## src/rtl/perm_input_loader.sv

```systemverilog
// perm_input_loader: gathers NUM_WORDS words from a valid/ready stream into a
// flat state register, kicks the permutation with a one-cycle start pulse,
// follows its ready flag until the run completes, then pulses done and re-arms.
// state_out is held stable from START through DONE so the permutation can load
// it at any point during its run.
// Optional build macro: PERM_LOADER_BYTESWAP_EN reverses the byte order of
// each accepted word before it is stored (WORD_W must be a multiple of 8).
module perm_input_loader #(
  parameter int WORD_W    = 64,
  parameter int NUM_WORDS = 25,
  parameter int CNT_W     = 5   // 2**CNT_W must be >= NUM_WORDS
) (
  input  logic                        clk,
  input  logic                        rst,
  input  logic                        in_valid,
  input  logic [WORD_W-1:0]           in_data,
  output logic                        in_ready,
  input  logic                        flush,
  input  logic                        perm_ready,
  output logic                        perm_start,
  output logic [WORD_W*NUM_WORDS-1:0] state_out,
  output logic [CNT_W-1:0]            word_cnt,
  output logic                        busy,
  output logic                        done
);

  typedef enum logic [2:0] {
    FILL      = 3'd0,
    START     = 3'd1,
    WAIT_ACK  = 3'd2,
    WAIT_DONE = 3'd3,
    DONE      = 3'd4
  } state_t;

  localparam logic [CNT_W-1:0] LAST_IDX = CNT_W'(NUM_WORDS - 1);

  state_t            state;
  logic [WORD_W-1:0] word_in;
  logic              take;

`ifdef PERM_LOADER_BYTESWAP_EN
  // Reverse byte order of the incoming word: byte b lands in byte (NB-1-b).
  always_comb begin
    word_in = '0;
    for (int unsigned b = 0; b < WORD_W / 8; b++) begin
      word_in[b*8 +: 8] = in_data[(WORD_W/8 - 1 - b)*8 +: 8];
    end
  end
`else
  // Store incoming words unmodified.
  always_comb begin
    word_in = in_data;
  end
`endif

  // Ready is a pure state decode; flush overrides any handshake in FILL.
  always_comb begin
    in_ready = (state == FILL);
    take     = in_ready && in_valid && !flush;
  end

  // Control FSM with registered start/busy/done, set on entry to each state.
  always_ff @(posedge clk or posedge rst) begin
    if (rst) begin
      state      <= FILL;
      word_cnt   <= '0;
      perm_start <= 1'b0;
      busy       <= 1'b0;
      done       <= 1'b0;
    end else begin
      case (state)
        FILL: begin
          done <= 1'b0;
          if (flush) begin
            word_cnt <= '0;
          end else if (take) begin
            if (word_cnt == LAST_IDX) begin
              word_cnt   <= '0;
              state      <= START;
              perm_start <= 1'b1;
              busy       <= 1'b1;
            end else begin
              word_cnt <= word_cnt + 1'b1;
            end
          end
        end
        START: begin
          perm_start <= 1'b0;
          state      <= WAIT_ACK;
        end
        WAIT_ACK: begin
          if (!perm_ready) begin
            state <= WAIT_DONE;
          end
        end
        WAIT_DONE: begin
          if (perm_ready) begin
            state <= DONE;
            busy  <= 1'b0;
            done  <= 1'b1;
          end
        end
        DONE: begin
          done  <= 1'b0;
          state <= FILL;
        end
        default: begin
          state      <= FILL;
          word_cnt   <= '0;
          perm_start <= 1'b0;
          busy       <= 1'b0;
          done       <= 1'b0;
        end
      endcase
    end
  end

  // State assembly: write the accepted word into slot word_cnt; only written
  // in FILL, so the contents stay frozen for the whole permutation run.
  always_ff @(posedge clk or posedge rst) begin
    if (rst) begin
      state_out <= '0;
    end else if (take) begin
      for (int unsigned k = 0; k < NUM_WORDS; k++) begin
        if (word_cnt == CNT_W'(k)) begin
          state_out[k*WORD_W +: WORD_W] <= word_in;
        end
      end
    end
  end

endmodule

```

## config.mk

```make
export PLATFORM = sky130hd
export DESIGN_NAME = perm_input_loader
export DESIGN_NICKNAME = d
export VERILOG_FILES = /design/src/rtl/perm_input_loader.sv
export SDC_FILE = /design/constraint.sdc
export NUM_CORES = 2
export LEC_CHECK = 0
export ABC_AREA = 1
export ABC_CLOCK_PERIOD_IN_PS = 156400
export BUFFER_PORTS_ARGS = -buffer_cell sky130_fd_sc_hd__buf_4
export CAP_MARGIN = 20
export CORE_AREA = 2 2 647 649
export CTS_BUF_LIST = sky130_fd_sc_hd__clkbuf_16
export CTS_CLUSTER_SIZE = 30
export DETAILED_ROUTE_END_ITERATION = 8
export DIE_AREA = 0 0 649 651
export GPL_TIMING_DRIVEN = 0
export PLACE_DENSITY = 0.36
export SKIP_CTS_REPAIR_TIMING = 1
export SLEW_MARGIN = 20
export SYNTH_ARGS = -nofsm -noshare
export SYNTH_HDL_FRONTEND = slang
export SYNTH_SLANG_ARGS = --single-unit
```

## constraint.sdc

```tcl
create_clock -name clk -period 156.4 [get_ports clk]
set_input_delay 15.64 -clock clk [delete_from_list [all_inputs] [get_ports clk]]
set_output_delay 15.64 -clock clk [all_outputs]
set_load 0.005 [all_outputs]
```

Yosys cells after proc, flatten, opt, wreduce, memory -nomap -nowiden --
Index checks and enable logic that the tools add are counted.
Word-level totals: bits in registers 1611, word-level logic and storage cells 126
Operators by class: $add $sub $neg 1, mux-type cells 18, bitwise gates (word level) 4, eq/ne operators 34, reductions and logical operators 39
Operator list (count):
- 2-bit AND reduction | 27
- 5-bit equality test, second input constant | 9
- 5-bit by 4-bit equality test with 1-bit output, second input constant | 8
- 5-bit by 3-bit equality test with 1-bit output, second input constant | 4
- 3-bit two-way mux | 5
- 5-bit two-way mux | 3
- 3-bit one-hot mux with 4 select lines | 1
- 5-bit by 2-bit equality test with 1-bit output, second input constant | 2
- 5-bit one-hot mux with 2 select lines | 1
- 5-bit AND reduction | 2
- 3-bit by 2-bit equality test with 1-bit output, second input constant | 2
- 2-bit != test, second input constant | 3
- 3-bit OR reduction | 2
- 5-bit by 1-bit adder with 5-bit output, second input constant | 1
- 5-bit by 1-bit equality test with 1-bit output, second input constant | 1
- 5-bit logical NOT | 1
- 1-bit two-way mux | 5
- 2-bit by 1-bit != test with 1-bit output, second input constant | 2
- 1-bit inverter | 4
- 1-bit one-hot mux with 2 select lines | 2
- 4-bit AND reduction | 1
- 4-bit OR reduction | 1
- 3-bit by 1-bit equality test with 1-bit output, second input constant | 1
- 3-bit equality test, second input constant | 1
- other kinds (6) | 7

Longest topological paths before layout --
depth in word-level cells 6, mapped depth 11, gate-level depth less buffers 9

Worst setup path before layout --
Ideal clock, no wire load.
path kind input to register, start in flush, end reg state_out[518], data required time 156.268 ns, setup time 0.132 ns, cell stages on the path 9, path buffers 3, data arrival time 16.553 ns, path slack 139.715 ns, path through nor2_8 nand2_8 inv_4 buf_8 nand2_2 buf_4 buf_2 nand2_1 o21ai_1
On the way: longest elaborated chain between the ends 3
RTL lines:
- from (decl) | RTL line 18 | input logic flush,
- 1-bit logical NOT | RTL line 59 | take = in_ready && in_valid && !flush;
- 1-bit logical AND | RTL line 59
- 2-bit AND reduction (no line)
- to (signal, indexed assignment) | RTL line 126 | state_out[k*WORD_W +: WORD_W] <= word_in;
- to (decl) | RTL line 21 | output logic [WORD_W*NUM_WORDS-1:0] state_out,
Every way passes these cells. A chain may end at the register's enable or synchronous reset.

==> results.py <==
metrics = {
    "run_status": {
        "status": "complete, no violations",
    },
    "min_path": {
        "hold_class": "flop to flop",
        "min_path_cells": 2,
    },
    "power": {
        "p_leak_nw": 43.1,
        "ir_drop_mv": 0.00827,
        "p_per_area_nw_per_um2": 12.7,
    },
    "floorplan": {
        "ios": 1678,
        "dieArea_um2": 422000,
        "design.core.area_um2": 415000,
        "dieWidth_um": 649,
        "start_util": 0.144,
        "placementRows": 237,
        "die_height_um": 651,
    },
    "clock_network": {
        "htree_levels": 4,
        "cts_tree": "yes",
        "clk_pin_slew_worst_paths_ps": 60,
        "cts_sinks": 1611,
        "clock_path_buffers": 4,
        "root_buffer": "clkbuf_16",
        "clkLatencyLatePin_ps": 940,
        "cts_buffers": 204,
    },
    "yosys": {
        "synth_ff_type": "dfrtp_1",
        "synth_edf_count": 0,
        "syn_area_um2": 59800,
        "synthCells": 6070,
        "syn_area_per_cell_um2": 9.84,
        "synthArstFlopShare": 1.00,
        "yosysWarnings": 0,
        "ys_types": 27,
        "ys_ff_latch": 1611,
        "synth_nets": 6144,
        "seq_area_frac_synth": 0.675,
    },
    "place": {
        "place_inst": 13222,
        "dp_hpwl_mm": 323,
        "gp_congestion": 0.852,
        "numPortBuffers": 1613,
    },
    "worst_setup_path": {
        "critPathKind": "input pin to asynchronous set/reset pin",
        "crit_path_start_kind": "input pin",
        "crit_required_ps": 157390,
        "crit_path_end_kind": "asynchronous set/reset pin",
        "arrival_ps": 19780,
        "worstPathMaxFanout": 96,
        "rr_worst_depth": 9,
    },
    "final_layout": {
        "instances_no_fill": 13628,
        "drive_gt1_frac": 0.280,
        "final_cell_mix": "nand2_1, buf_4, dfrtp_1",
        "syn2layout_area_growth_pct": 44.7,
        "finalNetCount": 8005,
        "layout_commonest_cell": "nand2_1",
    },
    "detailed_routing": {
        "ant_nets": 0,
        "drtPass1Iterations": 6,
        "vias_per_cell": 4.01,
        "wl_per_cell_um": 30.1,
        "first_iter_violations": 4223,
        "drc_errors": 0,
        "routed_wl_mm": 410,
        "vias": 54665,
    },
    "sta": {
        "final.setup.tns_ps": 0,
        "fin_crit_sh": 0.120,
        "drv_slew": 0,
        "relSlewSlack": 0.174,
        "setup_viol": 0,
        "tightest_slew_ps": 1240,
        "hold_slack_ps": 483,
        "rsz0062_at_grt": "no",
        "finalCriticalPeriod_ps": 18790,
        "final-hold-violation-count": 0,
        "max_freq_mhz": 53.2,
        "fin_skew_ps": 70.5,
    },
    "global_route": {
        "grt_max_degree": 97,
        "antenna_found_initial": 76,
        "grt_first_pass_wirelength_mm": 534,
        "grt_pass1_vias": 54154,
        "gr-usage-all-layers": 0.187,
        "grt_overflow": 0,
    },
    "run": {
        "drv_cap": 0,
    },
}
metrics by stage:
step	instance area (um2)	total power [mW]	utilization	setup WS, ps
floorplan	59800	0.518	-	95300
global placement	78700	0.629	0.190	73470
detailed placement	79900	0.632	0.192	136570
CTS	86400	1.11	0.208	137530
global route	86400	1.14	0.208	137100
finish	86500	1.10	0.208	137610
cells in the mapped netlist, types with 2 or more instances:
| cell | number | share of area |
|---|---|---|
| o21ai_1 | 640 | 0.054 |
| nor2_4 | 8 | 0.0015 |
| ha_1 | 5 | 0.0010 |
| clkbuf_1 | 309 | 0.019 |
| nand4_1 | 6 | 0.00063 |
| nand3_1 | 10 | 0.00084 |
| buf_4 | 14 | 0.0018 |
| a21oi_1 | 2 | 0.00017 |
| nor2_2 | 2 | 0.00021 |
| inv_1 | 86 | 0.0054 |
| buf_6 | 26 | 0.0049 |
| buf_1 | 8 | 0.00050 |
| dfrtp_1 | 1611 | 0.67 |
| buf_2 | 173 | 0.014 |
| nand2_1 | 2156 | 0.14 |
| nor3_1 | 2 | 0.00017 |
| nand2_2 | 10 | 0.0010 |
| o21ai_0 | 967 | 0.081 |
| nor2_1 | 27 | 0.0017 |
where the power goes:
group / switching [mW] / internal (mW) / total (mW)
combinational: 0.101 / 0.0547 / 0.155
sequential: 0.0196 / 0.447 / 0.466
clock: 0.206 / 0.268 / 0.474
worst paths after layout:
kind                                      start               to  slack (ps)
min in group asynchronous                   rst   state_out[734]       14850
worst min-delay path            state_out[1371]  state_out[1371]         480
worst min register to register  state_out[1371]  state_out[1371]         480
worst max-delay path                        rst  state_out[1485]      137610
max in group clk                       state[0]         in_ready      138860
worst max register to register      word_cnt[4]   state_out[913]      152950
registers in the layout, summed over array words and instances (netlist names):
name	flops
state	3
perm_start	1
busy	1
state_out	1600
done	1
word_cnt	5
metal layers:
metal / vias to the layer above / wire, um / share of wire / GRT usage
met5: - / 80 / 0.00020 / 0
met4: 12 / 18500 / 0.045 / 0.0756
met3: 545 / 30700 / 0.075 / 0.0519
met2: 2375 / 192000 / 0.47 / 0.308
met1: 28203 / 168000 / 0.41 / 0.230
li1: 23530 / - / - / -
final cells by class:
| class | instances | area, um2 |
|---|---|---|
| buffer | 531 | 2570 |
| clock buffer | 207 | 5180 |
| antenna | 33 | 82.6 |
| fill | 45799 | 329000 |
| clock inverter | 166 | 1300 |
| timing repair buffer | 1655 | 13200 |
| multi-input combinational | 3840 | 16600 |
| sequential | 1611 | 40300 |
| inverter | 88 | 343 |
| tap | 5497 | 6880 |
logic make-up after synthesis:
group           count (synthesis)  synth area share
xor+xnor                        1          0.000147
buf+inv                       619            0.0469
simple gates                 2225             0.143
fa+ha+maj                       5           0.00105
compound gates               1609             0.135
flops                        1611             0.675
critical path: stages:
cell and delay (ps):
buf_4 130, inv_8 440, buf_16 360, buf_16 380, buf_16 400, buf_16 400
buf_16 410, buf_16 340, buf_16 330, buf_16 350
Note: power is estimated with default switching activity, not from simulation.
